File: config.mk
export PLATFORM = sky130hd
export DESIGN_NAME = slow_clk_monitor
export DESIGN_NICKNAME = d
export VERILOG_FILES = /design/src/rtl/slow_clk_monitor.sv
export SDC_FILE = /design/constraint.sdc
export NUM_CORES = 1
export LEC_CHECK = 0
export BUFFER_PORTS_ARGS = -buffer_cell sky130_fd_sc_hd__buf_2
export CORE_ASPECT_RATIO = 1.5
export CORE_MARGIN = 10
export CORE_UTILIZATION = 30
export CTS_BUF_LIST = sky130_fd_sc_hd__clkbuf_4
export DETAILED_ROUTE_END_ITERATION = 12
export PLACE_DENSITY_LB_ADDON = 0.2
export SLEW_MARGIN = 20
export SYNTH_ARGS = -nofsm -noshare
export SYNTH_HDL_FRONTEND = slang
export SYNTH_SLANG_ARGS = --single-unit
File: constraint.sdc
create_clock -name clk -period 6 [get_ports clk]
set_input_delay 1.2 -clock clk [delete_from_list [all_inputs] [get_ports clk]]
set_output_delay 1.2 -clock clk [all_outputs]
set_load 0.1 [all_outputs]
File: src/rtl/slow_clk_monitor.sv
`timescale 1ns/1ps
`default_nettype none
// ============================================================================
// Module   : slow_clk_monitor
// Brief    : Brings the divided slow clock into the fast clk domain. Emits a
//            one-cycle step enable per slow rising edge, measures the slow
//            period in clk cycles and flags a stalled divider.
// Revision : 1.0 - initial release
// ============================================================================
module slow_clk_monitor #(
  parameter int TIMEOUT = 25000002,  // clk cycles without a rise before stall (>= 4)
  parameter int CNT_W   = 32         // cycle counter / period width
) (
  input  logic             clk,
  input  logic             reset,         // asynchronous, active-low
  input  logic             slow_in,       // asynchronous slow clock
  input  logic             halt,          // synchronous core halt
  output logic             step,
  output logic [CNT_W-1:0] period,
  output logic             period_valid,
  output logic             stalled,
  output logic [15:0]      edge_count
);

  localparam logic [CNT_W-1:0] c_cnt_max  = {CNT_W{1'b1}};
  localparam logic [CNT_W-1:0] c_one      = CNT_W'(1);
  localparam logic [CNT_W-1:0] c_stall_at = CNT_W'(TIMEOUT - 1);

  typedef enum logic [1:0] {
    ST_IDLE    = 2'd0,
    ST_MEASURE = 2'd1,
    ST_STALL   = 2'd2
  } state_t;

  state_t           r_state;
  state_t           w_state_next;

  logic             r_s1;
  logic             r_s2;
  logic             r_s3;
  logic             w_rise;

  logic [CNT_W-1:0] r_cnt;
  logic [CNT_W-1:0] r_period;
  logic             r_period_valid;
  logic             r_step;
  logic             r_stalled;
  logic [15:0]      r_edge_count;

  logic             w_fire;      // emit a step pulse this edge
  logic             w_load;      // capture a new period measurement this edge

  // Two-flop synchroniser plus history flop; runs even during halt so a
  // level that rose while halted does not look like a fresh edge later.
  always_ff @(posedge clk or negedge reset) begin
    if (!reset) begin
      r_s1 <= 1'b0;
      r_s2 <= 1'b0;
      r_s3 <= 1'b0;
    end else begin
      r_s1 <= slow_in;
      r_s2 <= r_s1;
      r_s3 <= r_s2;
    end
  end

  assign w_rise = r_s2 & ~r_s3;

  // Cycles since the last sampled rise; held at zero while halted, saturates.
  always_ff @(posedge clk or negedge reset) begin
    if (!reset) begin
      r_cnt <= '0;
    end else if (halt || w_rise) begin
      r_cnt <= '0;
    end else if (r_cnt != c_cnt_max) begin
      r_cnt <= r_cnt + c_one;
    end
  end

  // State register.
  always_ff @(posedge clk or negedge reset) begin
    if (!reset) begin
      r_state <= ST_IDLE;
    end else begin
      r_state <= w_state_next;
    end
  end

  // Next-state and pulse decisions; halt overrides everything, and a rise
  // takes priority over the timeout in the same cycle.
  always_comb begin
    w_state_next = r_state;
    w_fire       = 1'b0;
    w_load       = 1'b0;
    if (halt) begin
      w_state_next = ST_IDLE;
    end else begin
      case (r_state)
        ST_IDLE: begin
          if (w_rise) begin
            w_state_next = ST_MEASURE;
            w_fire       = 1'b1;
          end else if (r_cnt == c_stall_at) begin
            w_state_next = ST_STALL;
          end
        end
        ST_MEASURE: begin
          if (w_rise) begin
            w_fire = 1'b1;
            w_load = 1'b1;
          end else if (r_cnt == c_stall_at) begin
            w_state_next = ST_STALL;
          end
        end
        ST_STALL: begin
          // The interval that ends here spans a stall, so it is not measured.
          if (w_rise) begin
            w_state_next = ST_MEASURE;
            w_fire       = 1'b1;
          end
        end
        default: begin
          w_state_next = ST_IDLE;
        end
      endcase
    end
  end

  // Registered outputs: step pulse, pulse counter and stall flag.
  always_ff @(posedge clk or negedge reset) begin
    if (!reset) begin
      r_step       <= 1'b0;
      r_edge_count <= 16'd0;
      r_stalled    <= 1'b0;
    end else begin
      r_step    <= w_fire;
      r_stalled <= (w_state_next == ST_STALL);
      if (w_fire) begin
        r_edge_count <= r_edge_count + 16'd1;
      end
    end
  end

  // Period capture; a saturated counter reports all-ones rather than wrapping.
  always_ff @(posedge clk or negedge reset) begin
    if (!reset) begin
      r_period       <= '0;
      r_period_valid <= 1'b0;
    end else if (w_load) begin
      r_period       <= (r_cnt == c_cnt_max) ? c_cnt_max : (r_cnt + c_one);
      r_period_valid <= 1'b1;
    end
  end

  assign step         = r_step;
  assign period       = r_period;
  assign period_valid = r_period_valid;
  assign stalled      = r_stalled;
  assign edge_count   = r_edge_count;

endmodule
`default_nettype wire

==> run metrics <==
skew final 0.0164 ns; post-synthesis mux area share 1.34%; Synth area leaders dfrtp_1 56%, xor2_1 6.3%, nor2_1 5.4%, a21oi_1 3.2%, nand2_1 3.0%; RR Endpoint period[29]$_DFFE_PN0P_; setup_tns 0 ns; most used flip-flop cell after synthesis dfrtp_1; crit path to period[29]$_DFFE_PN0P_; CP startpoint kind input port; clock power share 19.7%; H-tree levels 3; placed cell count 575; Max VDD drop 0.000133 V; crit end category flip-flop; clock root cell clkbuf_4; Final Power 1.68 mW; min Tclk post-route 2.73 ns; Cell Count, Final, Fillers Out 592; Final setup viols 0; cells on worst reg2reg path 6; main combinational cell family by area after synthesis simple AND/OR/NAND/NOR gates; syn_nets 380; effective utilization at floorplan 30.4%; Avg Inst Size Synth 10.5 µm²; number of nets in the layout 434; largest area contributor in the netlist dfrtp_1; Die Span Y 160 µm; CP required 6.31 ns; Pwr Density 374 nW/µm²; post-synth top area share 56.1%; First-pass DRT Iterations 4; Post-CTS Hold Buffers 0; Synth cell types 44; fin crit share 45.5%; Via Count 2843; internal power 0.869 mW; Post-CTS Setup Bufs 0; Seq/Total Area, Yosys 56.1%; CTS resizes 0; static leakage 2.07 nW; Syn. warnings 0; top-count cell post-synth dfrtp_1; Compound-Gate Fraction of Synth Area 8.45%; Vias per Instance 4.80; top post-synthesis cells by count 88 x dfrtp_1, 56 x nor2_1, 31 x nand2_1, 28 x xor2_1, 25 x a21oi_1; number of global-route vias before repair 2958; switching power 0.806 mW; P&R area growth vs syn 14.1%; total die area 18100 µm²; maxcap violations 0; total core area 12900 µm²; Slew Viols, Final 0; Synth Area in Adders 0.957%; Post-synth EDFFs 0; gr usage total 10.7%; Yosys reg bits 88; post-synthesis xor/xnor area fraction 9.15%; Die Width 113 µm; Worst Hold Class flip-flop to flip-flop; Initial DRC Count 133; critical path startpoint halt; worst r2r src r_cnt[0]$_DFFE_PN0P_; port buffer count 54; clock sink total 88; row count 51; Clock Tree Buf Depth 2; clock latency on the worst-skew pair 0.45 ns; global-route wire length before repair 15700 µm; Detail Placement HPWL 6590 µm; Gate power share 38.4%; WL final 9160 µm; ANT nets after route 0; # IOs 55; initial antenna violation count 1; worst reg-to-reg setup slack 3.29 ns; Overflow after GRT 0; largest net degree at the start of global routing 65; simple-gate share of the synthesized area 21.3%; status complete, no violations; Final Hold Vio Count 0; Seq pwr share 41.9%; worst-path fanout max 32; CTS tree done; share of cells above drive strength 1 21.8%; Num CTS Buffers 9; critical path arrival 3.04 ns; Mapped Area 3920 µm²; clk slew on worst S/H paths 0.13 ns; DRC errors left 0; Worst-Margin Slew 0.823 ns; type of the worst setup path input port to flip-flop; Max Clk Rate 0.367 GHz; Placer Congestion 0.803; RSZ-0062 raised after global routing no; Net Sw Frac 48.1%; final hold slack 0.365 ns; Post-synth ARST share 100%; slew margin rel. 44.7%; DR WL/cell 15.5 µm; Syn Inst Count 373
-- critical path, stage by stage --
cell and delay, ns:
buf_2 0.11, or3_1 0.43, or2_2 0.51, nor2_1 0.63, a21oi_1 0.15
-- metrics by stage --
| stage | cell area [µm²] | setup slack, ns | utilization [%] |
|---|---|---|---|
| final | 4480 | 3.27 | 34.7 |
| after global routing | 4480 | 3.00 | 34.7 |
| after CTS | 4470 | 3.25 | 34.7 |
| after detailed placement | 4340 | 2.81 | 33.7 |
| after global placement | 4340 | 2.85 | 33.7 |
| after floorplan | 3920 | 3.40 | - |
-- registers in the layout, summed over array words and instances (netlist names) --
register,cells
stalled,1
period,32
edge_count,16
r_cnt,32
r_s2,1
step,1
r_state,2
r_s3,1
period_valid,1
r_s1,1
-- power by group through the flow --
stage,logic [mW],registers [mW],clock network (mW)
floorplan,0.0787,1.17,0
global placement,0.650,0.713,0
detailed placement,0.652,0.715,0
CTS,0.653,0.704,0.343
global route,0.676,0.713,0.370
finish,0.644,0.702,0.330
-- per-layer routing --
metal / vias up / global-route usage (%) / routed length, µm
met4: 0 / 4.51 / 169
met3: 10 / 3.07 / 410
met5: - / 0 / 0
li1: 1405 / - / -
met2: 50 / 17.8 / 4630
met1: 1378 / 12.3 / 3950
-- final cells by class --
type	instances	area (µm²)
multi-input combinational	266	1630
antenna	1	2.50
clock buffer	9	67.6
sequential	88	2200
inverter	4	15.0
timing repair buffer	58	303
clock inverter	7	62.6
tap	159	199
fill	1355	8410
-- logic make-up (layout without fill, tap and decap cells) --
logic type	Yosys count	count (layout)
AOI/OAI and AO/OA	53	53
xor gates and xnor gates	41	41
adders and majority gates	3	3
buffers and inverters	19	78
DFF	88	88
muxes	5	5
other	0	1
and+or+nand+nor	164	164
-- worst min-delay path by stage --
stage | cells after the start | slack, ns | startpoint | endpoint
2_1_floorplan | 0 | 0.33 | r_s1$_DFF_PN0_ | r_s2$_DFF_PN0_
3_3_place_gp | 0 | 0.34 | r_s1$_DFF_PN0_ | r_s2$_DFF_PN0_
3_5_place_dp | 0 | 0.34 | r_s1$_DFF_PN0_ | r_s2$_DFF_PN0_
4_1_cts | 0 | 0.37 | r_s1$_DFF_PN0_ | r_s2$_DFF_PN0_
5_1_grt | 0 | 0.39 | r_s1$_DFF_PN0_ | r_s2$_DFF_PN0_
6_report | 0 | 0.37 | r_s1$_DFF_PN0_ | r_s2$_DFF_PN0_
-- cell usage in the layout (no fill, tap or decap), drive strengths merged --
| cell type | instances |
|---|---|
| a211oi | 1 |
| mux2 | 2 |
| xor2 | 28 |
| inv | 4 |
| nand2b | 4 |
| clkinv | 5 |
| bufinv | 1 |
| mux2i | 3 |
| a21oi | 26 |
| or4 | 3 |
| o21ai | 14 |
| and4 | 4 |
| ha | 3 |
| and2 | 2 |
| nand4 | 15 |
| a31oi | 9 |
| nor4bb | 1 |
| nor3b | 1 |
| or2 | 2 |
| nor4b | 2 |
| diode | 1 |
| clkinvlp | 1 |
| and4b | 1 |
| nor3 | 8 |
| nand4b | 1 |
| nor2 | 56 |
| clkbuf | 9 |
| and3 | 10 |
| dfrtp | 88 |
| nor4 | 6 |
| a31o | 1 |
| nand2 | 31 |
| xnor2 | 13 |
| or3 | 1 |
| nand3 | 16 |
| o21bai | 1 |
| buf | 58 |
| o31ai | 1 |
Power figures use the tool's default switching activity.
